[config.mk]
export PLATFORM = sky130hd
export DESIGN_NAME = dtcm_port_arbiter
export DESIGN_NICKNAME = d
export VERILOG_FILES = /design/src/rtl/dtcm_arb_pkg.sv /design/src/rtl/dtcm_rr_pick.sv /design/src/rtl/dtcm_port_arbiter.sv
export SDC_FILE = /design/constraint.sdc
export NUM_CORES = 1
export LEC_CHECK = 0
export ABC_CLOCK_PERIOD_IN_PS = 3600
export BUFFER_PORTS_ARGS = -buffer_cell sky130_fd_sc_hd__buf_4
export CAP_MARGIN = 10
export CORE_AREA = 3 3 162 164
export CTS_BUF_LIST = sky130_fd_sc_hd__clkbuf_4 sky130_fd_sc_hd__clkbuf_8
export DETAILED_ROUTE_END_ITERATION = 10
export DIE_AREA = 0 0 165 167
export GPL_TIMING_DRIVEN = 0
export REMOVE_ABC_BUFFERS = 1
export SLEW_MARGIN = 40
export SYNTH_ARGS = -nofsm -noshare
export SYNTH_HDL_FRONTEND = slang
export SYNTH_SLANG_ARGS = --single-unit
export TNS_END_PERCENT = 20
[constraint.sdc]
create_clock -name clk -period 3.6 [get_ports clk]
set_input_delay 0.18 -clock clk [delete_from_list [all_inputs] [get_ports clk]]
set_output_delay 0.18 -clock clk [all_outputs]
set_load 0.01 [all_outputs]
[src/rtl/dtcm_arb_pkg.sv]
// dtcm_arb_pkg: shared constants and types for the DTCM port arbiter.
// Requester indices, grant vector type and round-robin pointer encoding.
package dtcm_arb_pkg;

  localparam int NUM_REQ  = 3;
  localparam int REQ_DATA = 0;
  localparam int REQ_AXI  = 1;
  localparam int REQ_DMA  = 2;

  localparam int AGE_LIMIT_DEF = 8;

  typedef logic [NUM_REQ-1:0] gnt_oh_t;

  // Pointer indexes the 2-way picker: bit 0 is AXI, bit 1 is DMA.
  localparam logic RR_AXI = 1'b0;
  localparam logic RR_DMA = 1'b1;

endpackage

[src/rtl/dtcm_rr_pick.sv]
// dtcm_rr_pick: 2-way round-robin picker for the AXI/DMA pair.
// The pointed-at requester wins if requesting, else the other one.
module dtcm_rr_pick
  import dtcm_arb_pkg::*;
(
  input  logic [1:0] req_i,
  input  logic       ptr_i,
  output logic [1:0] gnt_o
);

  always_comb begin
    gnt_o = '0;
    if (req_i[ptr_i]) begin
      gnt_o[ptr_i] = 1'b1;
    end else if (req_i[~ptr_i]) begin
      gnt_o[~ptr_i] = 1'b1;
    end
  end

endmodule

[src/rtl/dtcm_port_arbiter.sv]
// dtcm_port_arbiter: shares the single DTCM port between DATA, AXI and DMA.
// Define DTCM_ARB_AGING_EN to let long-waiting AXI/DMA requests preempt DATA.
module dtcm_port_arbiter
  import dtcm_arb_pkg::*;
#(
  parameter int ADDR_WIDTH = 32,
  parameter int DATA_WIDTH = 32,
  parameter int AGE_LIMIT  = AGE_LIMIT_DEF,
  parameter int AGE_W      = 4
) (
  input  logic                  clk,
  input  logic                  rst,

  input  logic                  data_req,
  input  logic                  data_rd0_wr1,
  input  logic [3:0]            data_strb,
  input  logic [ADDR_WIDTH-1:0] data_addr,
  input  logic [DATA_WIDTH-1:0] data_wdata,
  output logic                  data_gnt,
  output logic [DATA_WIDTH-1:0] data_rdata,
  output logic                  data_rvalid,

  input  logic                  axi_req,
  input  logic                  axi_rd0_wr1,
  input  logic [3:0]            axi_strb,
  input  logic [ADDR_WIDTH-1:0] axi_addr,
  input  logic [DATA_WIDTH-1:0] axi_wdata,
  output logic                  axi_gnt,
  output logic [DATA_WIDTH-1:0] axi_rdata,
  output logic                  axi_rvalid,

  input  logic                  dma_req,
  input  logic                  dma_rd0_wr1,
  input  logic [3:0]            dma_strb,
  input  logic [ADDR_WIDTH-1:0] dma_addr,
  input  logic [DATA_WIDTH-1:0] dma_wdata,
  output logic                  dma_gnt,
  output logic [DATA_WIDTH-1:0] dma_rdata,
  output logic                  dma_rvalid,

  output logic                  mem_en,
  output logic                  mem_wen,
  output logic [3:0]            mem_strb,
  output logic [ADDR_WIDTH-1:0] mem_addr,
  output logic [DATA_WIDTH-1:0] mem_wdata,
  input  logic [DATA_WIDTH-1:0] mem_rdata
);

  if (AGE_LIMIT < 1 || AGE_LIMIT >= (1 << AGE_W)) begin : g_bad_age
    $error("AGE_W too narrow for AGE_LIMIT");
  end

  gnt_oh_t               wr_v;
  logic [3:0]            strb_v  [NUM_REQ];
  logic [ADDR_WIDTH-1:0] addr_v  [NUM_REQ];
  logic [DATA_WIDTH-1:0] wdata_v [NUM_REQ];

  assign wr_v = {dma_rd0_wr1, axi_rd0_wr1, data_rd0_wr1};

  assign strb_v[REQ_DATA]  = data_strb;
  assign strb_v[REQ_AXI]   = axi_strb;
  assign strb_v[REQ_DMA]   = dma_strb;
  assign addr_v[REQ_DATA]  = data_addr;
  assign addr_v[REQ_AXI]   = axi_addr;
  assign addr_v[REQ_DMA]   = dma_addr;
  assign wdata_v[REQ_DATA] = data_wdata;
  assign wdata_v[REQ_AXI]  = axi_wdata;
  assign wdata_v[REQ_DMA]  = dma_wdata;

  gnt_oh_t               gnt;
  gnt_oh_t               rvalid_q, rvalid_d;
  logic [DATA_WIDTH-1:0] rdata_q [NUM_REQ];
  logic [DATA_WIDTH-1:0] rdata_d [NUM_REQ];
  logic                  rr_ptr_q, rr_ptr_d;
  logic                  preempt;
  logic [1:0]            pick_req, pick_gnt;

`ifdef DTCM_ARB_AGING_EN
  localparam logic [AGE_W-1:0] AGE_MAX = AGE_W'(AGE_LIMIT);

  logic [AGE_W-1:0] axi_age_q, axi_age_d;
  logic [AGE_W-1:0] dma_age_q, dma_age_d;
  logic [1:0]       aged;

  assign aged[0]  = axi_req && (axi_age_q == AGE_MAX);
  assign aged[1]  = dma_req && (dma_age_q == AGE_MAX);
  assign preempt  = |aged;
  // When anyone is aged only the aged ones compete, ordered by rr_ptr.
  assign pick_req = preempt ? aged : {dma_req, axi_req};

  always_comb begin
    axi_age_d = axi_age_q;
    dma_age_d = dma_age_q;
    if (!axi_req || gnt[REQ_AXI]) begin
      axi_age_d = '0;
    end else if (axi_age_q != AGE_MAX) begin
      axi_age_d = axi_age_q + AGE_W'(1);
    end
    if (!dma_req || gnt[REQ_DMA]) begin
      dma_age_d = '0;
    end else if (dma_age_q != AGE_MAX) begin
      dma_age_d = dma_age_q + AGE_W'(1);
    end
  end

  always_ff @(posedge clk or posedge rst) begin
    if (rst) begin
      axi_age_q <= '0;
      dma_age_q <= '0;
    end else begin
      axi_age_q <= axi_age_d;
      dma_age_q <= dma_age_d;
    end
  end
`else
  assign preempt  = 1'b0;
  assign pick_req = {dma_req, axi_req};
`endif

  dtcm_rr_pick u_pick (
    .req_i (pick_req),
    .ptr_i (rr_ptr_q),
    .gnt_o (pick_gnt)
  );

  always_comb begin
    gnt = '0;
    if (!rst) begin
      if (data_req && !preempt) begin
        gnt[REQ_DATA] = 1'b1;
      end else begin
        gnt[REQ_AXI] = pick_gnt[0];
        gnt[REQ_DMA] = pick_gnt[1];
      end
    end
  end

  always_comb begin
    rr_ptr_d = rr_ptr_q;
    if (gnt[REQ_AXI]) begin
      rr_ptr_d = RR_DMA;
    end else if (gnt[REQ_DMA]) begin
      rr_ptr_d = RR_AXI;
    end
  end

  always_comb begin
    mem_en    = |gnt;
    mem_wen   = |(gnt & wr_v);
    mem_strb  = '0;
    mem_addr  = '0;
    mem_wdata = '0;
    for (int i = 0; i < NUM_REQ; i++) begin
      if (gnt[i]) begin
        mem_strb  = strb_v[i];
        mem_addr  = addr_v[i];
        mem_wdata = wdata_v[i];
      end
    end
  end

  // Grant implies request, so gnt & ~wr marks an accepted read.
  always_comb begin
    rvalid_d = gnt & ~wr_v;
    for (int i = 0; i < NUM_REQ; i++) begin
      rdata_d[i] = rvalid_d[i] ? mem_rdata : rdata_q[i];
    end
  end

  always_ff @(posedge clk or posedge rst) begin
    if (rst) begin
      rvalid_q <= '0;
      rr_ptr_q <= RR_AXI;
      for (int i = 0; i < NUM_REQ; i++) begin
        rdata_q[i] <= '0;
      end
    end else begin
      rvalid_q <= rvalid_d;
      rr_ptr_q <= rr_ptr_d;
      for (int i = 0; i < NUM_REQ; i++) begin
        rdata_q[i] <= rdata_d[i];
      end
    end
  end

  assign data_gnt    = gnt[REQ_DATA];
  assign axi_gnt     = gnt[REQ_AXI];
  assign dma_gnt     = gnt[REQ_DMA];
  assign data_rvalid = rvalid_q[REQ_DATA];
  assign axi_rvalid  = rvalid_q[REQ_AXI];
  assign dma_rvalid  = rvalid_q[REQ_DMA];
  assign data_rdata  = rdata_q[REQ_DATA];
  assign axi_rdata   = rdata_q[REQ_AXI];
  assign dma_rdata   = rdata_q[REQ_DMA];

endmodule
==> flow_summary.json, run 1 <==
{
  "drc": 0,
  "synth.avg_cell_area_um2": 13.61,
  "antenna_found_initial": 0,
  "grt_start_max_net_pins": 64,
  "pre_cts_slack_ns": 0.8228,
  "start_util_pct": 21.31,
  "p_sw_share_pct": 31.57,
  "postSynthCellCount": 392,
  "vdd_drop_max_mv": 0.2572,
  "insertion_delay_ns": 0.38,
  "post-cts-setup-buffers": 0,
  "maxCapViolations": 0,
  "period_needed_ns": 3.361,
  "worstRegToRegCells": 7,
  "seq_area_mm2": 0.002502,
  "placed_area_mm2": 0.009017,
  "criticalPathCategory": "in2out",
  "slowest_stage": "dlygate4sd3_1",
  "crit_chain": "dlygate4sd3_1 > buf_4 > nor3b_2 > buf_4 > buf_2 > buf_4 > buf_4 > buf_4 > buf_2 > a32o_1 > mux2_2 > buf_4",
  "rsz0062_at_grt": "no",
  "dpl.hpwl_um": 17780,
  "p_leak_uw": 0.004474,
  "stdcell_area_mm2": 0.009206,
  "fin_cells": 1137,
  "wl_um": 21320,
  "cts_resized": 0,
  "status": "completed",
  "clockPowerShare_pct": 18.3,
  "whs_path_depth": 2,
  "drive_gt1_share_pct": 77.20,
  "wire_per_inst_um": 18.75,
  "critPathLaunchType": "input pin",
  "fmax_mhz": 297.5,
  "path_clk_slew_ns": 0.11,
  "syn-cell-area_mm2": 0.005335,
  "grt_pass1_vias": 5485,
  "intPower_uw": 2543,
  "ys_ff_latch": 100,
  "pwr-share-comb_pct": 40.4,
  "grt_pass1_wl_um": 31350,
  "fin_crit_sh_pct": 93.36,
  "ys_types": 22,
  "first_pass_iters": 5,
  "crit_path_max_fanout": 10,
  "p_per_area_mw_per_mm2": 403.7,
  "fill_cells": 2524,
  "final_hold_viol_count": 0,
  "cts_tree": "built",
  "viasPerCell": 4.566,
  "slowest_delay_ns": 0.53,
  "setup_viol": 0,
  "cp_common_cell": "buf_4",
  "first_iter_violations": 249,
  "cts_buffers": 9,
  "areaGrowthSynthToFinish_pct": 72.56,
  "cts_root_buf": "clkbuf_8",
  "cp-end-kind": "output port",
  "seqPwrFrac_pct": 41.3,
  "fp.dieH_um": 167,
  "ios": 416,
  "p_switching_uw": 1173,
  "worst_slew_pin_slew_ns": 0.5656,
  "place_inst": 1121,
  "gp_congestion": 0.7738,
  "fin_ws_ns": 0.2390,
  "ant_nets": 0,
  "vias": 5191,
  "maxSlewViolCount": 0,
  "antenna_cells_inserted": 0,
  "clock-sinks": 100,
  "grt.overflow.total": 0,
  "holdCritPathClass": "in2reg",
  "critical_path_arrival_ns": 3.18,
  "io_buffer_count": 415,
  "relSlewSlack_pct": 62.29,
  "nNetsFinal": 1047,
  "ys_seq_area_share_pct": 46.90,
  "cts_buffer_depth": 2,
  "grtUsageTotal_pct": 14.53,
  "fp.dieW_um": 165,
  "required_ns": 3.42,
  "core_mm2": 0.02504,
  "ys_warn_count": 0,
  "p_total_uw": 3716,
  "clock_skew_ns": 0.02440,
  "dieArea_mm2": 0.02756,
  "rows": 58,
  "multiInputGateArea_mm2": 0.002673,
  "h-tree-depth": 3
}
[layout by cell type, fill, tap and decap left out, types with 3 or more instances in the layout]
cell type / n
buf_2: 3
clkbuf_8: 9
clkinv_4: 3
a32o_1: 68
inv_1: 3
buf_4: 425
dfrtp_1: 100
buf_16: 3
buf_6: 3
mux2_2: 162
buf_8: 3
[registers in the layout (all words and copies together) (netlist names)]
name        cells
axi_rdata      32
data_rdata     32
dma_rdata      32
rvalid_q        3
rr_ptr_q        1
[layout make-up]
type / count / area share, %
tap: 330 / 4.485
timing repair buffer: 440 / 37.12
clock buffer: 9 / 1.345
clock inverter: 6 / 0.5980
inverter: 4 / 0.2446
sequential: 100 / 27.18
multi-input combinational: 248 / 29.03
[per-layer routing]
| layer | vias up | GRT usage (%) | wire (um) | part of all wire (%) |
|---|---|---|---|---|
| li1 | 2362 | - | - | - |
| met1 | 2544 | 17.91 | 8422 | 39 |
| met2 | 258 | 25.28 | 10840 | 51 |
| met3 | 27 | 2.836 | 1584 | 7.4 |
| met4 | 0 | 4.632 | 473 | 2.2 |
| met5 | - | 0 | 0 | 0 |
[worst max-delay path, delay by kind of cell]
kind            cells  cell delay, ns
buf+inv             9            2.14
simple gates        1            0.46
compound gates      1            0.19
mux                 1            0.18
[power groups by stage]
stage                     Clock, uW  Combinational (uW)  Sequential (uW)
after floorplan                   0                 481             1670
after global placement            0                1480             1550
after detailed placement          0                1520             1560
after CTS                       724                1520             1540
after global routing            762                1610             1570
final                           679                1500             1530
[stage by stage]
step | setup TNS [ns] | hold WS [ns] | util [%]
6_report | 0 | 0.03760 | 36.77
5_1_grt | 0 | 0.01210 | 36.77
4_1_cts | 0 | 0.003451 | 36.77
3_5_place_dp | 0 | 0.1992 | 36.02
3_3_place_gp | -659.11 | 0.4170 | 34.66
2_1_floorplan | -206.94 | 0.3147 | -
[worst paths after layout]
| check | endpoint | start | slack (ns) |
|---|---|---|---|
| setup / recovery | mem_addr[24] | rst | 0.24 |
| hold / removal | dma_rdata[24] | mem_rdata[24] | 0.04 |
| setup reg to reg | axi_rdata[20] | rr_ptr_q | 1.38 |
| hold reg to reg | axi_rdata[28] | axi_rdata[28] | 0.51 |
| max in group asynchronous | axi_rdata[20] | rst | 2.63 |
| min in group asynchronous | dma_rdata[18] | rst | 0.32 |
[cell usage after synthesis, drive strengths merged]
cell | count | share of area (%)
nand4 | 1 | 0.12
nand2 | 1 | 0.070
and2 | 2 | 0.23
nor2b | 2 | 0.23
or3 | 1 | 0.12
nor2 | 2 | 0.14
inv | 4 | 0.28
nand3 | 1 | 0.094
mux2 | 164 | 35
buf | 17 | 1.9
dfrtp | 100 | 47
a21oi | 1 | 0.094
nor3b | 2 | 0.49
nand2b | 1 | 0.12
a32o | 68 | 13
a32oi | 1 | 0.16
o21ai | 1 | 0.094
clkbuf | 23 | 1.6
[logic make-up (layout without fill, tap and decap cells)]
family	Yosys count	in the layout	synth area share [%]
mux	164	164	34.62
simple gates	13	13	1.618
flops	100	100	46.90
buf+inv	44	459	3.752
compound gates	71	71	13.11
[what timing repair did]
item                                    4_1_cts  5_1_grt
endpoints found under the setup margin        0        0
hold buffers                                  1        0
endpoints found under the hold margin        37        0
No activity file was read; power rests on OpenSTA's default activity.
==> run 2: changes to the inputs <==
- CORE_AREA: 3 3 162 164 -> 5 5 160 162
==> flow_summary.json, run 2 (synthesized netlist as in run 1, its figures left out) <==
{
  "status": "completed",
  "core_mm2": 0.02396,
  "drc": 0,
  "period_needed_ns": 3.112,
  "cts_buffer_depth": 2,
  "worst_slew_pin_slew_ns": 0.5621,
  "gp_congestion": 0.8478,
  "setup_viol": 0,
  "holdCritPathClass": "in2reg",
  "wire_per_inst_um": 19.80,
  "place_inst": 1115,
  "nNetsFinal": 1047,
  "grt_pass1_vias": 5149,
  "fp.dieW_um": 165,
  "post-cts-setup-buffers": 0,
  "clock_skew_ns": 0.01439,
  "min_to": "axi_rdata[28]",
  "grt_start_max_net_pins": 65,
  "cts_root_buf": "clkbuf_8",
  "rr_startpoint": "rr_ptr_q",
  "crit_path_max_fanout": 10,
  "wl_um": 22410,
  "p_leak_uw": 0.004508,
  "postCtsHoldBufs": 1,
  "fin_cells": 1132,
  "stdcell_area_mm2": 0.009289,
  "relSlewSlack_pct": 62.49,
  "antenna_cells_inserted": 0,
  "maxCapViolations": 0,
  "ant_nets": 0,
  "final_common_cell": "buf_4",
  "required_ns": 3.42,
  "areaGrowthSynthToFinish_pct": 74.11,
  "critical_path_arrival_ns": 2.93,
  "vdd_drop_max_mv": 0.2048,
  "whs_ns": 0.03925,
  "whs_path_depth": 2,
  "fmax_mhz": 321.3,
  "h-tree-depth": 3,
  "p_per_area_mw_per_mm2": 418.0,
  "tns_ns": 0,
  "final_hold_viol_count": 0,
  "fin_ws_ns": 0.4875,
  "rows": 57,
  "fin_crit_sh_pct": 86.46,
  "cts_buffers": 9,
  "ios": 416,
  "insertion_delay_ns": 0.38,
  "antenna_found_initial": 1,
  "clock-sinks": 100,
  "path_clk_slew_ns": 0.10,
  "maxSlewViolCount": 0,
  "criticalPathCategory": "in2out",
  "fp.dieH_um": 167,
  "dpl.hpwl_um": 18590,
  "worstRegToRegCells": 5,
  "cts_tree": "built",
  "r2r_end": "axi_rdata[12]",
  "start_util_pct": 22.26,
  "critPathLaunchType": "input pin",
  "drive_gt1_share_pct": 77.23,
  "dieArea_mm2": 0.02756,
  "cp-end-kind": "output port",
  "vias": 5032,
  "grt_pass1_wl_um": 32020,
  "rrSetupSlack_ns": 1.63,
  "first_pass_iters": 5,
  "cts_resized": 0,
  "layout_common_cells": "buf_4, mux2_2, dfrtp_1",
  "hp-start": "mem_rdata[28]",
  "io_buffer_count": 415,
  "grtUsageTotal_pct": 15.06,
  "rsz0062_at_grt": "no",
  "fill_cells": 2397,
  "first_iter_violations": 291,
  "placed_area_mm2": 0.009046,
  "grt.overflow.total": 0,
  "pre_cts_slack_ns": 1.079,
  "viasPerCell": 4.445
}
-- run 2: power by group --
part	internal, uW	switching (uW)	total [uW]	leakage (uW)
sequential	1390	133	1530	0.00120
clock	418	409	827	0.000111
combinational	895	636	1530	0.00319
total	2700	1180	3880	0.00451
-- run 2: final cells by class --
class | count | area (um^2) | area share (%)
timing repair buffer | 440 | 3453 | 37.18
inverter | 4 | 22.52 | 0.2425
multi-input combinational | 248 | 2673 | 28.77
clock buffer | 10 | 137.6 | 1.482
tap | 324 | 405.4 | 4.364
clock inverter | 6 | 95.09 | 1.024
sequential | 100 | 2502 | 26.94
-- run 2: per-layer routing --
| metal | global-route usage [%] | part of all wire, % | vias to the layer above |
|---|---|---|---|
| met1 | 18.67 | 39 | 2445 |
| met4 | 3.689 | 1.8 | 2 |
| met3 | 3.707 | 7.0 | 33 |
| met2 | 26.10 | 52 | 192 |
| met5 | 0 | 0.058 | - |
| li1 | - | - | 2360 |
-- run 2: how the worst max path moves through the flow --
stage	startpoint	end	slack, ns	cells past startpoint
floorplan	rst	axi_rdata[0]	-2.28	3
global placement	data_req	axi_rdata[0]	-5.95	4
detailed placement	rst	mem_wdata[26]	1.08	10
CTS	rst	mem_wdata[26]	0.48	11
global route	rst	mem_wdata[26]	0.32	11
finish	rst	mem_wdata[26]	0.49	11
-- run 2: through the flow --
stage	util (%)	total power, uW
floorplan	-	2153
global placement	36.18	3056
detailed placement	37.75	3104
CTS	38.76	3934
global route	38.76	4090
finish	38.76	3883
-- run 2: critical path: stages --
cell and delay [ns]:
dlygate4sd3_1 0.57, buf_4 0.18, nor3b_2 0.34, buf_4 0.24
buf_4 0.19, buf_2 0.24, buf_2 0.26, buf_2 0.25
a32o_1 0.21, mux2_2 0.15, buf_4 0.11
==> run 3: changes to the inputs <==
--- a/config.mk
+++ b/config.mk
@@ -15,5 +15,5 @@
 export GPL_TIMING_DRIVEN = 0
 export REMOVE_ABC_BUFFERS = 1
-export SLEW_MARGIN = 40
+export SETUP_SLACK_MARGIN = 0.15
 export SYNTH_ARGS = -nofsm -noshare
 export SYNTH_HDL_FRONTEND = slang
==> constraint.sdc (replaced) <==
create_clock -name clk -period 3.6 [get_ports clk]
set_input_delay 0.18 -clock clk [delete_from_list [all_inputs] [get_ports clk]]
set_output_delay 0.18 -clock clk [all_outputs]
set_load 0.005 [all_outputs]
==> flow_summary.json, run 3 (synthesized netlist as in run 1, its figures left out) <==
{
  "ant_nets": 0,
  "dpl.hpwl_um": 17900,
  "critical_path_arrival_ns": 2.86,
  "cp-end-kind": "output port",
  "post-cts-setup-buffers": 0,
  "cp-startpoint": "rst",
  "whs_ns": 0.03964,
  "grt.busiest_layer": "met2",
  "grtUsageTotal_pct": 15.22,
  "crit_path_max_fanout": 15,
  "drive_gt1_share_pct": 76.91,
  "h-tree-depth": 3,
  "vias": 5093,
  "maxSlewViolCount": 0,
  "final_common_cell": "buf_4",
  "layout_common_cells": "buf_4, mux2_2, dfrtp_1",
  "vdd_drop_max_mv": 0.2029,
  "first_iter_violations": 352,
  "cts_buffer_depth": 2,
  "clock_skew_ns": 0.01337,
  "grt_start_max_net_pins": 71,
  "grt_pass1_wl_um": 32380,
  "first_pass_iters": 5,
  "critPathLaunchType": "input pin",
  "dieArea_mm2": 0.02756,
  "p_per_area_mw_per_mm2": 405.0,
  "cts_root_buf": "clkbuf_8",
  "grt_pass1_vias": 5225,
  "areaGrowthSynthToFinish_pct": 72.33,
  "holdCritPathClass": "in2reg",
  "cts_buffers": 9,
  "setup_viol": 0,
  "rr_startpoint": "rr_ptr_q",
  "required_ns": 3.42,
  "period_needed_ns": 3.035,
  "criticalPathCategory": "in2out",
  "worstRegToRegCells": 5,
  "rows": 57,
  "rrSetupSlack_ns": 1.32,
  "viasPerCell": 4.543,
  "relSlewSlack_pct": 40.60,
  "wire_per_inst_um": 19.87,
  "tns_ns": 0,
  "fin_cells": 1121,
  "placed_area_mm2": 0.008951,
  "fmax_mhz": 329.4,
  "met1_usage_pct": 19.08,
  "crit_end": "mem_wdata[30]",
  "worst_slew_pin_slew_ns": 0.8891,
  "antenna_cells_inserted": 0,
  "fp.dieW_um": 165,
  "maxCapViolations": 0,
  "clock-sinks": 100,
  "r2r_end": "dma_rdata[9]",
  "wl_um": 22270,
  "p_leak_uw": 0.004446,
  "whs_path_depth": 2,
  "nNetsFinal": 1036,
  "drc": 0,
  "grt_util_met2_pct": 26.40,
  "status": "completed",
  "rsz0062_at_grt": "no",
  "io_buffer_count": 415,
  "fin_crit_sh_pct": 84.32,
  "core_mm2": 0.02396,
  "place_inst": 1104,
  "final_hold_viol_count": 0,
  "stdcell_area_mm2": 0.009194,
  "fp.dieH_um": 167,
  "cts_tree": "built",
  "grt_use_met3_pct": 3.510,
  "grt.overflow.total": 0,
  "insertion_delay_ns": 0.38,
  "start_util_pct": 22.26,
  "ios": 416,
  "antenna_found_initial": 0,
  "path_clk_slew_ns": 0.10,
  "gp_congestion": 0.8478
}
run 3: changes by cell type in the layout (fill, tap and decap cells not counted), sizes merged:
cell / change
buf: -11
run 3: worst min path at each step:
| stage | from | endpoint | slack (ns) |
|---|---|---|---|
| after global routing | mem_rdata[28] | axi_rdata[28] | 0.02 |
| after global placement | mem_rdata[28] | axi_rdata[28] | 0.42 |
| after detailed placement | rst | dma_rdata[10] | 0.28 |
| after CTS | mem_rdata[28] | axi_rdata[28] | 0.02 |
| final | mem_rdata[28] | axi_rdata[28] | 0.04 |
| after floorplan | mem_rdata[27] | axi_rdata[27] | 0.31 |
run 3: cell type report:
class / count / area [um^2]
Fill cell: 2397 / 14770
Timing Repair Buffer: 429 / 3363
Multi-Input combinational cell: 248 / 2673
Sequential cell: 100 / 2502
Tap cell: 324 / 405.4
Clock buffer: 10 / 137.6
Clock inverter: 6 / 95.09
Inverter: 4 / 17.52
run 3: repair_timing:
action,in CTS,in global routing
hold buffers,1,0
resized for setup,0,0
hold endpoints to repair,36,0
run 3: metrics by stage:
stage | power (uW) | utilization, % | setup slack [ns]
finish | 3724 | 38.37 | 0.5645
global route | 3930 | 38.37 | 0.3864
CTS | 3777 | 38.37 | 0.4405
detailed placement | 2949 | 37.35 | 1.027
global placement | 2916 | 36.18 | -5.948
floorplan | 2020 | - | -2.275
run 3: critical path: stages:
cell,delay (ns)
dlygate4sd3_1,0.56
buf_4,0.17
nor3b_2,0.68
buf_6,0.28
buf_6,0.19
buf_6,0.19
a32o_1,0.28
mux2_2,0.20
buf_4,0.11
run 3: power by group:
| group | internal [uW] | switching [uW] | total [uW] |
|---|---|---|---|
| sequential | 1390 | 135 | 1530 |
| combinational | 871 | 502 | 1370 |
| clock | 418 | 406 | 823 |
| total | 2680 | 1040 | 3720 |
run 3: layer usage:
metal	wire, um	up-vias
li1	-	2338
met1	8696	2519
met2	11710	207
met3	1465	29
met4	406	0
met5	0	-
